**config.mk**
```make
export PLATFORM = sky130hd
export DESIGN_NAME = trace_buffer
export DESIGN_NICKNAME = d
export VERILOG_FILES = /design/src/rtl/trace_buffer.sv
export SDC_FILE = /design/constraint.sdc
export NUM_CORES = 1
export LEC_CHECK = 0
export CORE_MARGIN = 2
export CORE_UTILIZATION = 45
export DETAILED_ROUTE_END_ITERATION = 10
export PLACE_DENSITY = 0.65
export SLEW_MARGIN = 10
export SYNTH_ARGS = -nofsm -noshare
export SYNTH_HDL_FRONTEND = slang
export SYNTH_SLANG_ARGS = --single-unit
```
**constraint.sdc**
```tcl
create_clock -name clk -period 15.3 [get_ports clk]
set_input_delay 1.53 -clock clk [delete_from_list [all_inputs] [get_ports clk]]
set_output_delay 1.53 -clock clk [all_outputs]
set_load 0.01 [all_outputs]
```
**src/rtl/trace_buffer.sv**
```systemverilog
// trace_buffer: captures prioritised per-cycle events as tagged records in a FIFO
// and drains them as a byte stream over a valid/ready handshake.
module trace_buffer #(
  parameter int NCH = 4,
  parameter int PW = 96,
  parameter int DEPTH = 8,
  parameter int LW = $clog2(PW/8+1)
) (
  input  logic                     clk,
  input  logic                     reset,
  input  logic                     freeze,
  input  logic [NCH-1:0]           ev_valid,
  input  logic [NCH*PW-1:0]        ev_payload,
  input  logic [NCH*LW-1:0]        ev_len,
  input  logic [7:0]               pclow,
  output logic [7:0]               tx_data,
  output logic                     tx_valid,
  input  logic                     tx_ready,
  output logic [$clog2(DEPTH):0]   level,
  output logic [15:0]              dropped
);
  localparam int AW = $clog2(DEPTH);
  localparam int NB = PW/8;
  localparam int IW = $clog2(NB+3);
  typedef enum logic {IDLE, SEND} state_t;
  typedef struct packed {
    logic [7:0]    tag;
    logic [7:0]    cnt;
    logic [7:0]    pc;
    logic [PW-1:0] pay;
    logic [LW-1:0] len;
  } rec_t;
  state_t state_q, state_d;
  rec_t mem_q [DEPTH];
  rec_t head_q, head_d, entry;
  logic [7:0] cnt_q, cnt_d;
  logic sticky_q, sticky_d;
  logic [AW:0] level_q, level_d;
  logic [15:0] dropped_q, dropped_d;
  logic [AW-1:0] wp_q, wp_d, rp_q, rp_d;
  logic [IW-1:0] idx_q, idx_d, bi;
  logic [3:0] win;
  logic [4:0] nset, ndrop;
  logic [LW-1:0] wlen;
  logic [PW-1:0] wpay;
  logic capture, push, pop;
  logic [16:0] dsum;
  // Full is exactly the level MSB because DEPTH is a power of two.
  always_comb begin
    win = '0;
    wlen = '0;
    wpay = '0;
    nset = '0;
    for (int i = NCH-1; i >= 0; i--) begin
      if (ev_valid[i]) begin
        win = 4'(i);
        wlen = ev_len[i*LW +: LW];
        wpay = ev_payload[i*PW +: PW];
      end
      nset = nset + 5'(ev_valid[i]);
    end
    capture = ~freeze & |ev_valid;
    push = capture & ~level_q[AW];
    ndrop = capture ? nset - 5'(push) : 5'd0;
    entry.tag = {win + 4'd1, 3'b000, sticky_q | (nset > 5'd1)};
    entry.cnt = cnt_q;
    entry.pc = pclow;
    entry.pay = wpay;
    entry.len = (wlen > LW'(NB)) ? LW'(NB) : wlen;
    dsum = {1'b0, dropped_q} + 17'(ndrop);
    dropped_d = dsum[16] ? 16'hFFFF : dsum[15:0];
    sticky_d = push ? 1'b0 : sticky_q | (ndrop != 5'd0);
    cnt_d = cnt_q + 8'd1;
    wp_d = push ? wp_q + AW'(1) : wp_q;
    level_d = level_q + (AW+1)'(push) - (AW+1)'(pop);
  end
  always_comb begin
    state_d = state_q;
    idx_d = idx_q;
    head_d = head_q;
    rp_d = rp_q;
    pop = 1'b0;
    if (state_q == IDLE) begin
      if (level_q != '0) begin
        state_d = SEND;
        head_d = mem_q[rp_q];
        idx_d = '0;
      end
    end else if (tx_ready) begin
      pop = idx_q == IW'(head_q.len) + IW'(2);
      idx_d = idx_q + IW'(1);
      state_d = pop ? IDLE : SEND;
      rp_d = pop ? rp_q + AW'(1) : rp_q;
    end
    bi = IW'(head_q.len) + IW'(2) - idx_q;
    tx_valid = state_q == SEND;
    tx_data = !tx_valid ? 8'h00 :
              idx_q == IW'(0) ? head_q.tag :
              idx_q == IW'(1) ? head_q.cnt :
              idx_q == IW'(2) ? head_q.pc :
              8'(head_q.pay >> {bi, 3'b000});
  end
  always_ff @(posedge clk) begin
    if (reset) begin
      state_q <= IDLE;
      head_q <= '0;
      cnt_q <= '0;
      sticky_q <= 1'b0;
      level_q <= '0;
      dropped_q <= '0;
      wp_q <= '0;
      rp_q <= '0;
      idx_q <= '0;
    end else begin
      state_q <= state_d;
      head_q <= head_d;
      cnt_q <= cnt_d;
      sticky_q <= sticky_d;
      level_q <= level_d;
      dropped_q <= dropped_d;
      wp_q <= wp_d;
      rp_q <= rp_d;
      idx_q <= idx_d;
    end
  end
  always_ff @(posedge clk) begin
    if (push && !reset) mem_q[wp_q] <= entry;
  end
  assign level = level_q;
  assign dropped = dropped_q;
endmodule

```
### After elaboration in Yosys (flattened, before gate mapping)

Memory sizes are Yosys's and may differ from the RTL's. A register that Yosys moved wholly into a read port is not among the register bits.
Index checks and enable logic that the tools add are counted.

| word-level totals | value |
|---|---|
| bits in read-only memories | 0 |
| input port bits | 416 |
| bits in latches | 0 |
| flip-flop bits (word level) | 48 |
| word-level logic and storage cells | 79 |
| memories kept | 1 |
| output and inout bits | 29 |
| RAM bits | 968 |

Memories:

| memory | words | bits a word | rd ports | clocked after Yosys merged registers in | write ports | RTL line | text |
|---|---|---|---|---|---|---|---|
| mem_q | 8 | 121 | 1 | 1 | 1 | 34 | `rec_t mem_q [DEPTH];` |

| cells by class | value |
|---|---|
| add/subtract/negate cells | 14 |
| eq/ne operators | 4 |
| multiply operators | 0 |
| bitwise operators | 7 |
| mux-type cells | 30 |
| div/mod/pow operators | 0 |
| reductions and logical operators | 11 |
| magnitude comparators | 2 |
| shift-type cells | 1 |

Operators with widths:

| kind | number |
|---|---|
| 96-bit 2-to-1 mux | 4 |
| 96-bit by 7-bit right shift with 8-bit output | 1 |
| 4-bit 2-to-1 mux | 10 |
| 8-bit 2-to-1 mux | 4 |
| 16-bit by 5-bit adder with 17-bit output | 1 |
| 16-bit 2-to-1 mux | 1 |
| 4-bit by 1-bit adder with 4-bit output (second input constant) | 2 |
| 8-bit by 1-bit adder with 8-bit output (second input constant) | 1 |
| 1-bit 2-to-1 mux | 8 |
| 3-bit by 1-bit adder with 3-bit output (second input constant) | 2 |
| 5-bit 2-to-1 mux | 1 |
| 5-bit nonzero test | 1 |
| 4-bit by 1-bit subtractor with 5-bit output | 1 |
| 3-bit by 1-bit adder with 4-bit output | 1 |
| 4-bit by 1-bit adder with 4-bit output | 1 |
| 4-bit by 2-bit adder with 4-bit output (second input constant) | 1 |
| 4-bit by 1-bit == test with 1-bit output (second input constant) | 1 |
| 4-bit by 2-bit == test with 1-bit output (second input constant) | 1 |
| 4-bit == test | 1 |
| 4-bit by 1-bit greater-than comparator with 1-bit output (second input constant) | 1 |
| 4-bit greater-than comparator (second input constant) | 1 |
| 4-bit zero test | 1 |
| 2-bit 2-to-1 mux | 2 |
| 2-bit AND reduction | 2 |
| other kinds (15) | 19 |

### Depth between registers and ports, before layout

| logic depth | value |
|---|---|
| depth after elaboration | 7 |
| gate-level depth with buffers | 19 |
| gate-level depth less buffers | 16 |

### Worst setup path before layout

No wires, ideal clock.

| timing path | value |
|---|---|
| kind | in2reg |
| start | in ev_valid[0] |
| end | mem mem_q[0][0] (netlist bit) (enable) |
| setup time | 0.746 ns |
| slack | 3.176 ns |
| stages on the path | 9 |
| required time | 14.554 ns |
| buffers on the path | 3 |
| data arrival time | 11.377 ns |
| path through | buf_2 -> inv_1 -> clkbuf_1 -> clkbuf_1 -> ha_1 -> a211oi_2 -> inv_2 -> or3_1 -> nor3_1 |

| on the way | value |
|---|---|
| word-level cells in the longest chain between the ends | 6 |

RTL lines:

| what | RTL line | text |
|---|---|---|
| start: declaration | 12 | `input logic [NCH-1:0] ev_valid,` |
| 4-bit OR reduction | 62 | `capture = ~freeze & \|ev_valid;` |
| 1-bit bitwise AND | 62 |  |
| 1-bit bitwise AND | 63 | `push = capture & ~level_q[AW];` |
| via push | 46 | `logic capture, push, pop;` |
| 1-bit logical AND | 127 | `if (push && !reset) mem_q[wp_q] <= entry;` |
| 1-bit 2-to-1 mux | 127 |  |
| 1-bit 2-to-1 mux (not written as such) | 127 |  |
| end: declaration | 34 |  |

The timed path passes the listed nets, and every way through them passes these cells.

### Worst setup path in the final report

| timing path | value |
|---|---|
| start | in ev_valid[1] |
| end | mem mem_q[4][52] (netlist bit) (enable) |

The elaborated chain is that of the path after synthesis.

==> results.rst <==
.. list-table::
   :header-rows: 1

   * - Metric
     - Value
   * - Number of buffers inserted during clock tree synthesis
     - between 100 and 150
   * - Top post-synthesis cells by area
     - sky130_fd_sc_hd__edfxtp_1 64%, sky130_fd_sc_hd__mux4_2 13%, sky130_fd_sc_hd__dfxtp_1 7.1%
   * - Top cell family by delay on the critical path
     - buffers and inverters
   * - Number of clock sinks seen by CTS
     - about 1,100
   * - Peak ir drop on the vdd network
     - 131.7 µV
   * - Routability congestion estimate
     - a little under 0.9
   * - Number of I/O port buffers
     - 444
   * - Cell taking the most area after synthesis
     - sky130_fd_sc_hd__edfxtp_1
   * - Worst Max-Slew Pin Slew
     - around 1100 ps
   * - DR DRC count
     - 0
   * - Data arrival time of the critical path
     - ~6600 ps
   * - Critical path startpoint category
     - input pin
   * - Drt initial violations
     - roughly 2,400
   * - Yosys top cell area share
     - 0.6376
   * - Worst Slack Setup Final
     - 9050 ps
   * - Number of endpoints with negative hold slack in the final report
     - 0
   * - Ordered list of cells on the worst path
     - clkdlybuf4s50_1 > inv_1 > ha_1 > a211oi_2 > inv_2 > or3_1 > nor2_4 > buf_4 > buf_4
   * - Top FF cell, synth
     - sky130_fd_sc_hd__edfxtp_1
   * - Final setup violation count
     - 0
   * - Count of buffers added by post-CTS timing repair for setup
     - 0
   * - Largest net degree at the start of global routing
     - between 100 and 150
   * - Kind of end point of the critical path
     - flip-flop
   * - Reg-to-reg critical path startpoint
     - level[3]
   * - Synthesized area divided by synthesized cell count
     - between 15 and 20 µm²
   * - Ratio of routed vias to standard cells
     - ~6
   * - Capture point of the critical path
     - mem_q[4][52]
   * - Min cycle time layout
     - 6250 ps
   * - Root Driver
     - sky130_fd_sc_hd__clkbuf_16
   * - Crit path max fanout
     - between 50 and 60
   * - Crit path top cell by count
     - sky130_fd_sc_hd__buf_4
   * - CTS Buffer Depth
     - 3
   * - Count of maximum capacitance violations
     - 0
   * - Synthesis-to-finish area growth
     - 21.16%
   * - Final total power
     - about 8.0 mW
   * - Start point of the critical path
     - ev_valid[1]
   * - Number of synthesized register bits
     - 1,120
   * - Worst setup slack for register-to-register paths
     - 11,060 ps
   * - Core footprint
     - 99,860 µm²
   * - Sequential-to-total area share from yosys stat
     - 0.7084
   * - Overall via count from detail_route
     - approximately 25,000
   * - Part of the cycle the worst path needs
     - 0.4085
   * - Power density cells
     - 145.5 nW/µm²
   * - Total global routing track utilization
     - 0.2119
   * - Number of gates given a new drive strength after cts
     - 0
   * - Slew Limit Fails
     - 0
   * - Most common library cell in the layout ignoring fill and taps
     - sky130_fd_sc_hd__edfxtp_1
   * - Number of warnings printed during yosys synthesis
     - 0
   * - First-pass GRT wire length
     - about 160,000 µm
   * - RSZ-0062 raised after global routing
     - false
   * - Via count of the first global-routing pass
     - approximately 26,000
   * - Post-Syn Area
     - about 45,000 µm²
   * - Height of the chip
     - approximately 320 µm
   * - Buf+Inv Stages, Crit Path
     - 5
   * - Critical path class
     - in -> reg
   * - Slew headroom
     - 0.2604
   * - CTS H-tree lvls
     - 3
   * - Initial cell density of the core
     - 0.4528
   * - Number of primary I/O pins
     - ~450
   * - Highest clock frequency the design can meet
     - between 150 and 200 MHz
   * - Chip Width
     - between 300 and 400 µm
   * - Placement-stage worst setup slack
     - a little over 8000 ps
   * - Synth Net Count
     - 2,986
   * - Run status
     - completed
   * - Commonest non-fill, non-tap cells in the layout
     - 960 x sky130_fd_sc_hd__edfxtp_1, 442 x sky130_fd_sc_hd__clkdlybuf4s50_1, 264 x sky130_fd_sc_hd__mux4_2, 167 x sky130_fd_sc_hd__nor2_1, 157 x sky130_fd_sc_hd__dfxtp_1
   * - Post-Syn Instances
     - between 2,000 and 3,000
   * - Detail Route Antenna Nets
     - 0
   * - Number of enable-type register cells in the synthesized netlist
     - 960
   * - Class of the tightest hold or removal check
     - reg -> reg
   * - Routed WL
     - 109,800 µm
   * - Ratio of cells with drive above 1 in the final layout
     - 0.1661
   * - # hold bufs at CTS
     - 0
   * - CTS tree
     - done
   * - Final instance count without filler cells
     - around 4,300
   * - Total congestion overflow
     - 0
   * - Crit Reg-Reg Endpoint
     - mem_q[4][52]
   * - Total die area
     - 103,000 µm²
   * - Total negative setup slack
     - 0 ps
   * - Number of rows created at floorplan
     - 116
   * - Clock slew at reported path FFs
     - roughly 60 ps
   * - Final HPWL DP
     - 67,060 µm
   * - Number of nets in the layout
     - 3,399
   * - Placed Cells
     - about 4,100
   * - Required @ worst endpoint
     - 15,600 ps
   * - Number of stages on the worst setup path
     - 9
   * - Async S/R FF share, synth
     - 0
   * - Cell depth of the worst flop-to-flop path
     - 6
   * - Slowest cell delay on critical path
     - 910 ps
   * - Clock insertion delay at the later pin of the skew report
     - approximately 690 ps
   * - Wirelength per Cell
     - ~25 µm
   * - Number of optimization iterations in the first detailed-route pass
     - 6
   * - Number of antenna violations at the first check in global routing
     - 1
   * - Setup Skew
     - roughly 38 ps
   * - Number of distinct library cell variants in the gate-level netlist after synthesis
     - 53
   * - P_leak
     - roughly 17 nW
   * - Slowest library cell on the worst path
     - sky130_fd_sc_hd__buf_4
## cells by family (layout without fill, tap and decap cells)
family,after synthesis,in the layout,share of synthesized area
AND/OR/NAND/NOR,270,270,0.02546
other,0,1,0
buffers and inverters,207,717,0.01967
AO/OA/AOI/OAI,492,492,0.07175
flip-flops,1120,1120,0.7084
adder cells (fa/ha/maj),33,33,0.009796
XOR/XNOR,25,25,0.005507
multiplexers,390,390,0.1594
## worst register-to-register path: cells and delay by family (launching register included)
family	cells	cell delay, ps
AOI/OAI and AO/OA	1	520
and+or+nand+nor	2	1150
buffers and inverters	3	1800
DFF	1	350
## worst min-delay path by stage
stage | from | to | slack (ps) | cells past startpoint
3_3_place_gp | head_q[98] | head_q[98] | 490 | 2
6_report | head_q[32] | head_q[32] | 500 | 2
2_1_floorplan | idx_q[3] | idx_q[3] | 470 | 2
5_1_grt | head_q[99] | head_q[99] | 520 | 2
4_1_cts | head_q[32] | head_q[32] | 500 | 2
3_5_place_dp | head_q[32] | head_q[32] | 490 | 2
## per-layer routing
metal / track usage / routed length [µm] / part of all wire / up-vias
met5: 0 / 13 / 0.00012 / -
met4: 0.04154 / 1678 / 0.015 / 2
met3: 0.02915 / 6142 / 0.056 / 119
met2: 0.3624 / 55430 / 0.50 / 902
met1: 0.2928 / 46570 / 0.42 / 13060
li1: - / - / - / 11250
## layout make-up
cell class | instances | area [µm²]
Timing Repair Buffer | 480 | 4772
Antenna cell | 1 | 2.502
Clock buffer | 136 | 2962
Inverter | 28 | 107.6
Sequential cell | 1120 | 32040
Multi-Input combinational cell | 1210 | 12380
Clock inverter | 73 | 889.6
Tap cell | 1298 | 1624
Fill cell | 7591 | 45070
## registers in the layout (all words and copies together) (netlist names)
name      cells
wp_q          3
rp_q          3
cnt_q         8
dropped      16
tx_valid      1
sticky_q      1
idx_q         4
mem_q       960
head_q      120
level         4
## where the power goes
group | switching (mW) | total, mW | internal (mW)
registers | 0.149 | 3.74 | 3.59
logic | 0.807 | 1.41 | 0.603
clock network | 1.16 | 2.82 | 1.66
## synth_stat cells (all sizes together), types with 14 or more instances
master,count
a211oi,125
a21oi,130
a22oi,99
buf,77
clkbuf,102
dfxtp,160
edfxtp,960
ha,29
inv,28
mux2i,125
mux4,264
nand2,32
nand3,14
nor2,175
o22ai,96
## per-stage QoR
stage / utilization / hold slack, ps / area [µm²]
2_1_floorplan: - / 465.5 / 45220
3_3_place_gp: 0.5100 / 485.8 / 50930
3_5_place_dp: 0.5100 / 492.5 / 50930
4_1_cts: 0.5486 / 501.1 / 54780
5_1_grt: 0.5486 / 523.8 / 54780
6_report: 0.5486 / 499.0 / 54780
No activity file was read; power rests on OpenSTA's default activity.
